File: src/rtl/servo_hall_decoder.sv
// servo_hall_decoder: hall sensor front end. Synchronises the raw hall code,
// optionally glitch-filters it, decodes the commutation sector, and tracks
// direction, signed step position and the period between commutation edges.
// Optional feature: define HALL_FILTER_EN to include the glitch filter.
module servo_hall_decoder #(
    parameter int unsigned FILTER_LEN = 4,
    parameter int unsigned POS_W      = 32,
    parameter int unsigned PERIOD_W   = 24
) (
    input  logic                    clk,
    input  logic                    rst,
    input  logic [2:0]              hall,
    input  logic                    pos_clr,
    input  logic                    fault_clr,
    output logic [2:0]              sector,
    output logic                    direction,
    output logic                    edge_pulse,
    output logic signed [POS_W-1:0] position,
    output logic [PERIOD_W-1:0]     period,
    output logic                    period_valid,
    output logic                    stall,
    output logic                    fault
);
    localparam int unsigned         CNT_W      = 8;
    localparam logic [2:0]          NO_SECTOR  = 3'd7;
    localparam logic [PERIOD_W-1:0] PERIOD_MAX = '1;

    typedef enum logic [1:0] {INIT, TRACK, FAULT} state_t;

    state_t              state;
    logic [2:0]          sync1;
    logic [2:0]          sync2;
    logic [2:0]          filt;
    logic [2:0]          filt_sector;
    logic                changed;
    logic                step_fwd;
    logic                step_rev;
    logic                step;
    logic                bad;
    logic                have_prev;
    logic [PERIOD_W-1:0] cnt;

    // Forward sequence 001,011,010,110,100,101 maps to sectors 0..5.
    function automatic logic [2:0] code_to_sector(input logic [2:0] code);
        case (code)
            3'b001:  return 3'd0;
            3'b011:  return 3'd1;
            3'b010:  return 3'd2;
            3'b110:  return 3'd3;
            3'b100:  return 3'd4;
            3'b101:  return 3'd5;
            default: return NO_SECTOR;
        endcase
    endfunction

    // Two-flop synchroniser for the asynchronous hall inputs.
    always_ff @(posedge clk or posedge rst) begin
        if (rst) begin
            sync1 <= '0;
            sync2 <= '0;
        end else begin
            sync1 <= hall;
            sync2 <= sync1;
        end
    end

`ifdef HALL_FILTER_EN
    logic [2:0]       cand;
    logic [CNT_W-1:0] stable_cnt;
    logic [CNT_W-1:0] stable_nxt;

    // Consecutive-sample count of the current candidate; restarts on any change.
    always_comb begin
        stable_nxt = CNT_W'(1);
        if (sync2 == cand) begin
            stable_nxt = (stable_cnt == '1) ? stable_cnt : stable_cnt + CNT_W'(1);
        end
    end

    // Accept a new code once it has been stable for FILTER_LEN samples.
    always_ff @(posedge clk or posedge rst) begin
        if (rst) begin
            cand       <= '0;
            stable_cnt <= '0;
            filt       <= '0;
        end else begin
            cand       <= sync2;
            stable_cnt <= stable_nxt;
            if ((sync2 != filt) && (stable_nxt >= CNT_W'(FILTER_LEN))) begin
                filt <= sync2;
            end
        end
    end
`else
    // Filter length has no meaning once the filter is removed.
    localparam int unsigned filter_len_unused = FILTER_LEN;

    // Synchronised code feeds the decoder directly.
    always_comb filt = sync2;
`endif

    // Classify a filtered-code change against the held sector.
    always_comb begin
        filt_sector = code_to_sector(filt);
        changed     = (state == TRACK) && (filt_sector != sector);
        step_fwd    = changed && (filt_sector == ((sector == 3'd5) ? 3'd0 : sector + 3'd1));
        step_rev    = changed && (filt_sector == ((sector == 3'd0) ? 3'd5 : sector - 3'd1));
        bad         = changed && !step_fwd && !step_rev;
        step        = step_fwd || step_rev;
    end

    // Decoder FSM: sector, direction, position, edge pulse and sticky fault.
    always_ff @(posedge clk or posedge rst) begin
        if (rst) begin
            state      <= INIT;
            sector     <= NO_SECTOR;
            direction  <= 1'b1;
            edge_pulse <= 1'b0;
            position   <= '0;
            fault      <= 1'b0;
            have_prev  <= 1'b0;
        end else begin
            edge_pulse <= 1'b0;
            case (state)
                INIT: begin
                    if (filt_sector != NO_SECTOR) begin
                        sector <= filt_sector;
                        state  <= TRACK;
                    end
                end
                TRACK: begin
                    if (step_fwd) begin
                        sector     <= filt_sector;
                        direction  <= 1'b1;
                        position   <= position + POS_W'(1);
                        edge_pulse <= 1'b1;
                        have_prev  <= 1'b1;
                    end else if (step_rev) begin
                        sector     <= filt_sector;
                        direction  <= 1'b0;
                        position   <= position - POS_W'(1);
                        edge_pulse <= 1'b1;
                        have_prev  <= 1'b1;
                    end else if (bad) begin
                        fault <= 1'b1;
                        state <= FAULT;
                    end
                end
                FAULT: begin
                    if (fault_clr) begin
                        fault     <= 1'b0;
                        sector    <= NO_SECTOR;
                        have_prev <= 1'b0;
                        state     <= INIT;
                    end
                end
                default: state <= INIT;
            endcase
            if (pos_clr) begin
                position <= '0;
            end
        end
    end

    // Edge-to-edge period meter; a saturated count is never reported as valid.
    always_ff @(posedge clk or posedge rst) begin
        if (rst) begin
            cnt          <= '0;
            period       <= '0;
            period_valid <= 1'b0;
            stall        <= 1'b0;
        end else if (step) begin
            cnt   <= PERIOD_W'(1);
            stall <= 1'b0;
            if (have_prev && (step_fwd == direction) && (cnt != PERIOD_MAX)) begin
                period       <= cnt;
                period_valid <= 1'b1;
            end else begin
                period_valid <= 1'b0;
            end
        end else begin
            if (cnt != PERIOD_MAX) begin
                cnt <= cnt + PERIOD_W'(1);
            end
            if (cnt >= PERIOD_MAX - PERIOD_W'(1)) begin
                stall        <= 1'b1;
                period_valid <= 1'b0;
            end
            if ((state == FAULT) && fault_clr) begin
                period_valid <= 1'b0;
            end
        end
    end

endmodule

File: config.mk
export PLATFORM = sky130hd
export DESIGN_NAME = servo_hall_decoder
export DESIGN_NICKNAME = d
export VERILOG_FILES = /design/src/rtl/servo_hall_decoder.sv
export SDC_FILE = /design/constraint.sdc
export NUM_CORES = 1
export LEC_CHECK = 0
export ABC_CLOCK_PERIOD_IN_PS = 4100
export BUFFER_PORTS_ARGS = -buffer_cell sky130_fd_sc_hd__buf_2
export CORE_MARGIN = 1
export CORE_UTILIZATION = 25
export CTS_BUF_LIST = sky130_fd_sc_hd__clkbuf_8
export DETAILED_ROUTE_END_ITERATION = 16
export HOLD_SLACK_MARGIN = 0.1
export PLACE_DENSITY_LB_ADDON = 0.1
export SETUP_SLACK_MARGIN = 0.02
export SLEW_MARGIN = 30
export SYNTH_ARGS = -nofsm -noshare
export SYNTH_HDL_FRONTEND = slang
export SYNTH_SLANG_ARGS = --single-unit
export TNS_END_PERCENT = 5
File: constraint.sdc
create_clock -name clk -period 4.1 [get_ports clk]
set_input_delay 0.205 -clock clk [delete_from_list [all_inputs] [get_ports clk]]
set_output_delay 0.205 -clock clk [all_outputs]
set_load 0.03 [all_outputs]
==> results by group <==
Placed design
  • Dpl cells: around 1100
  • Buffers on Ports: 70
  • Dpl cell area: about 0.0076 mm^2
  • Dpl hpwl: 12800 um
  • RePlAce Congestion: 0.820

Routing
  • Drt initial violations: slightly above 300
  • TritonRoute pass-1 iters: 4
  • Vias: 5489
  • Routed WL: between 15000 and 20000 um
  • Antenna viol nets, final: 0
  • DR vias/cell: between 4 and 5
  • Wire per inst: around 16 um
  • DRC: 0

Clock tree
  • H-tree Lvls: 3
  • CTS tree: done
  • CTS root buffer: clkbuf_8
  • Total CTS buffers: 9
  • Maximum root-to-sink buffer count: 2
  • Clock Latency Late Sink: approximately 0.4 ns
  • Clock transition at path regs: 0.11 ns
  • # clock sinks: a little under 100

Setup path
  • Crit path cell chain: or3b_4, a21o_1, a21oi_4, a2bb2oi_4, nand2_4, buf_6, ha_4, o211a_1, a211oi_2, o21a_1, o211ai_1, nand3_1, o21a_1, o311ai_2, mux2_4
  • Worst path slowest cell: dfstp_2
  • Worst setup path start: sector[1]
  • Critical Path AT: roughly 4.4 ns
  • RR Startpoint: sector[1]
  • Slowest stage delay, CP: 0.57 ns
  • Reg2reg setup slack: -0.02 ns
  • Crit path top cell by count: o21a_1
  • CP max FO: 6
  • FF-to-FF path depth: 15
  • Crit path capture: position[31]
  • RR Endpoint: position[31]
  • Kind of end point of the critical path: flip-flop
  • CP startpoint kind: flip-flop
  • Crit Path Category: reg -> reg
  • Critical path required time: around 4.4 ns

Synth
  • Syn Nets: 715
  • Predominant post-synthesis flop cell: dfrtp_1
  • Cell taking the most area after synthesis: dfrtp_1
  • Post-synthesis compound-gate area fraction: between 10% and 20%
  • Synth area leaders: dfrtp_1 36%, ha_1 8.3%, mux2_4 4.6%, nor2_1 4.2%, xor2_1 3.3%
  • Post-synth EDFFs: 0
  • Synthesized flop and latch total: 97
  • Mapped Avg Cell Area: 9.74 um^2
  • Sequential fraction of the synthesis area: about 38%
  • Area fraction of the dominant cell type after synthesis: 36.0%
  • Ys async rst share: 100%
  • Synth Warn #: 0
  • Adder-cell share of the synthesized area: around 8.6%
  • Largest family of logic cells by synthesized area: simple AND/OR/NAND/NOR gates
  • Yosys cell types: between 70 and 80
  • Cells after synthesis: 664
  • Post-synth design cell area: between 0.006 and 0.007 mm^2
  • Post-Synth XOR/XNOR Area: under 10%
  • Synth Area in Simple Gates: a little under a fifth
  • Post-synthesis mux area share: 8.50%

Cells and area
  • Final Cell Area: roughly 0.0082 mm^2
  • Nets: about 850
  • Commonest non-fill, non-tap cell in the layout: dfrtp_1
  • Final cell count without fillers: 1133
  • Most frequent cells in the layout: 93 x dfrtp_1, 72 x nor2_1, 70 x buf_2, 68 x buf_4, 37 x nand2_1
  • Ratio of cells with drive above 1 in the final layout: between 20% and 30%
  • Area grow syn2layout: 27.6%
  • N_diodes: 0
  • Post-layout util: 32.7%

STA
  • Setup TNS: -0.0231 ns
  • Final worst slack: -0.0231 ns
  • Setup Skew: between 0.01 and 0.015 ns
  • Fmax: between 200 and 250 MHz
  • Rel. slew slack: a little over two fifths
  • Final setup violation count: 1
  • Tmin final: roughly 4 ns
  • RSZ-0062 raised after global routing: true
  • Fin. Hold Viols: 0
  • Period utilization: 101%
  • Max-slew violations: 0
  • Slew @ Worst Pin: a little under 0.9 ns

Global routing
  • First-pass GRT wire length: just under 30000 um
  • Grt ovf: 0
  • Largest net degree at the start of global routing: 67
  • Vias in the first global route: approximately 5600
  • GRT Total Usage: between 10% and 20%
  • Initial antenna violation count: 0

Pwr
  • Power consumption: ~7500 uW
  • Worst VDD drop: approximately 0.00034 V
  • Power per standard cell area: 907 mW/mm^2
  • Pleak: between 0.003 and 0.004 uW

Floorplan
  • Boundary Pins: 71
  • Rows: 58
  • Horiz. Die Dim: 163 um
  • Die area: around 0.027 mm^2
  • Starting Density: between 20 and 30%
  • Core area: roughly 0.025 mm^2
  • Height of the die: about 160 um

Run
  • Number of max-cap violations: 0

Outcome
  • Outcome: complete, but fails checks
  • Failing checks: setup timing

Hold path
  • Worst Hold Class: in -> reg
## through the flow
stage | hold slack [ns] | setup slack (ns)
after global routing | 0.151 | -0.206
after CTS | 0.116 | 0.0159
after floorplan | 0.236 | 0.0575
after detailed placement | 0.315 | -0.0145
after global placement | 0.315 | 0.0142
final | 0.131 | -0.0231
## area by class of cell
| type | count | area, um^2 |
|---|---|---|
| Clock buffer | 9 | 124 |
| Sequential cell | 97 | 2430 |
| Timing Repair Buffer | 148 | 977 |
| Multi-Input combinational cell | 522 | 4140 |
| Inverter | 20 | 80.1 |
| Tap cell | 330 | 413 |
| Clock inverter | 7 | 81.3 |
| Fill cell | 2653 | 17000 |
## power breakdown
group | switching (uW) | internal, uW
sequential | 242 | 1160
combinational | 2930 | 2470
clock | 433 | 244
total | 3600 | 3880
## per-layer routing
| layer | share of wire, % | GRT usage [%] | up-vias | wire length [um] |
|---|---|---|---|---|
| met1 | 48 | 18.4 | 2681 | 8620 |
| met4 | 1.0 | 3.53 | 0 | 184 |
| met2 | 48 | 23.5 | 96 | 8680 |
| li1 | - | - | 2700 | - |
| met3 | 3.1 | 2.24 | 12 | 553 |
| met5 | 0 | 0 | - | 0 |
## cells by family (layout without fill, tap and decap cells)
family | count (synthesis) | in the layout
muxes | 44 | 44
xor gates and xnor gates | 40 | 40
DFF | 97 | 97
AOI/OAI and AO/OA | 164 | 164
and+or+nand+nor | 228 | 230
adders and majority gates | 44 | 44
buffers and inverters | 47 | 184
## worst max-delay path: cells and delay by family (launching register included)
family	cells	cell delay, ns
flops	1	0.57
buf+inv	1	0.17
simple gates	3	0.71
fa+ha+maj	1	0.27
mux	1	0.32
compound gates	9	1.96
## Yosys cell counts (all sizes together), types with 10 or more instances
| cell type | n |
|---|---|
| o21ai | 31 |
| dfrtp | 93 |
| nand4 | 12 |
| o211ai | 10 |
| a21oi | 39 |
| nor3 | 16 |
| a211oi | 11 |
| ha | 43 |
| inv | 20 |
| clkbuf | 11 |
| and3 | 13 |
| nand2 | 39 |
| nand3 | 21 |
| a21o | 20 |
| mux2i | 17 |
| xor2 | 24 |
| buf | 16 |
| mux2 | 27 |
| xnor2 | 16 |
| nor2 | 73 |
## how the worst min path moves through the flow
| stage | start | endpoint | cells past startpoint | slack (ns) |
|---|---|---|---|---|
| 6_report | fault_clr | have_prev | 4 | 0.13 |
| 5_1_grt | fault_clr | have_prev | 4 | 0.15 |
| 4_1_cts | fault_clr | have_prev | 4 | 0.12 |
| 3_5_place_dp | hall[2] | sync1[2] | 1 | 0.32 |
| 3_3_place_gp | hall[1] | sync1[1] | 1 | 0.31 |
| 2_1_floorplan | hall[0] | sync1[0] | 0 | 0.24 |
## repair_timing
action | CTS | global route
gates cloned | 0 | 2
setup endpoints to repair | 2 | 15
pin swaps | 4 | 24
setup buffers | 0 | 12
hold buffers | 4 | 0
hold endpoints to repair | 64 | 0
gates resized for setup | 3 | 43
## flip-flops by register name, summed over array words and instances (netlist names)
name,flops
position,32
cnt,24
period,24
filt,3
sector,3
sync1,3
state,2
direction,1
edge_pulse,1
fault,1
have_prev,1
period_valid,1
stall,1
Power figures use the tool's default switching activity.
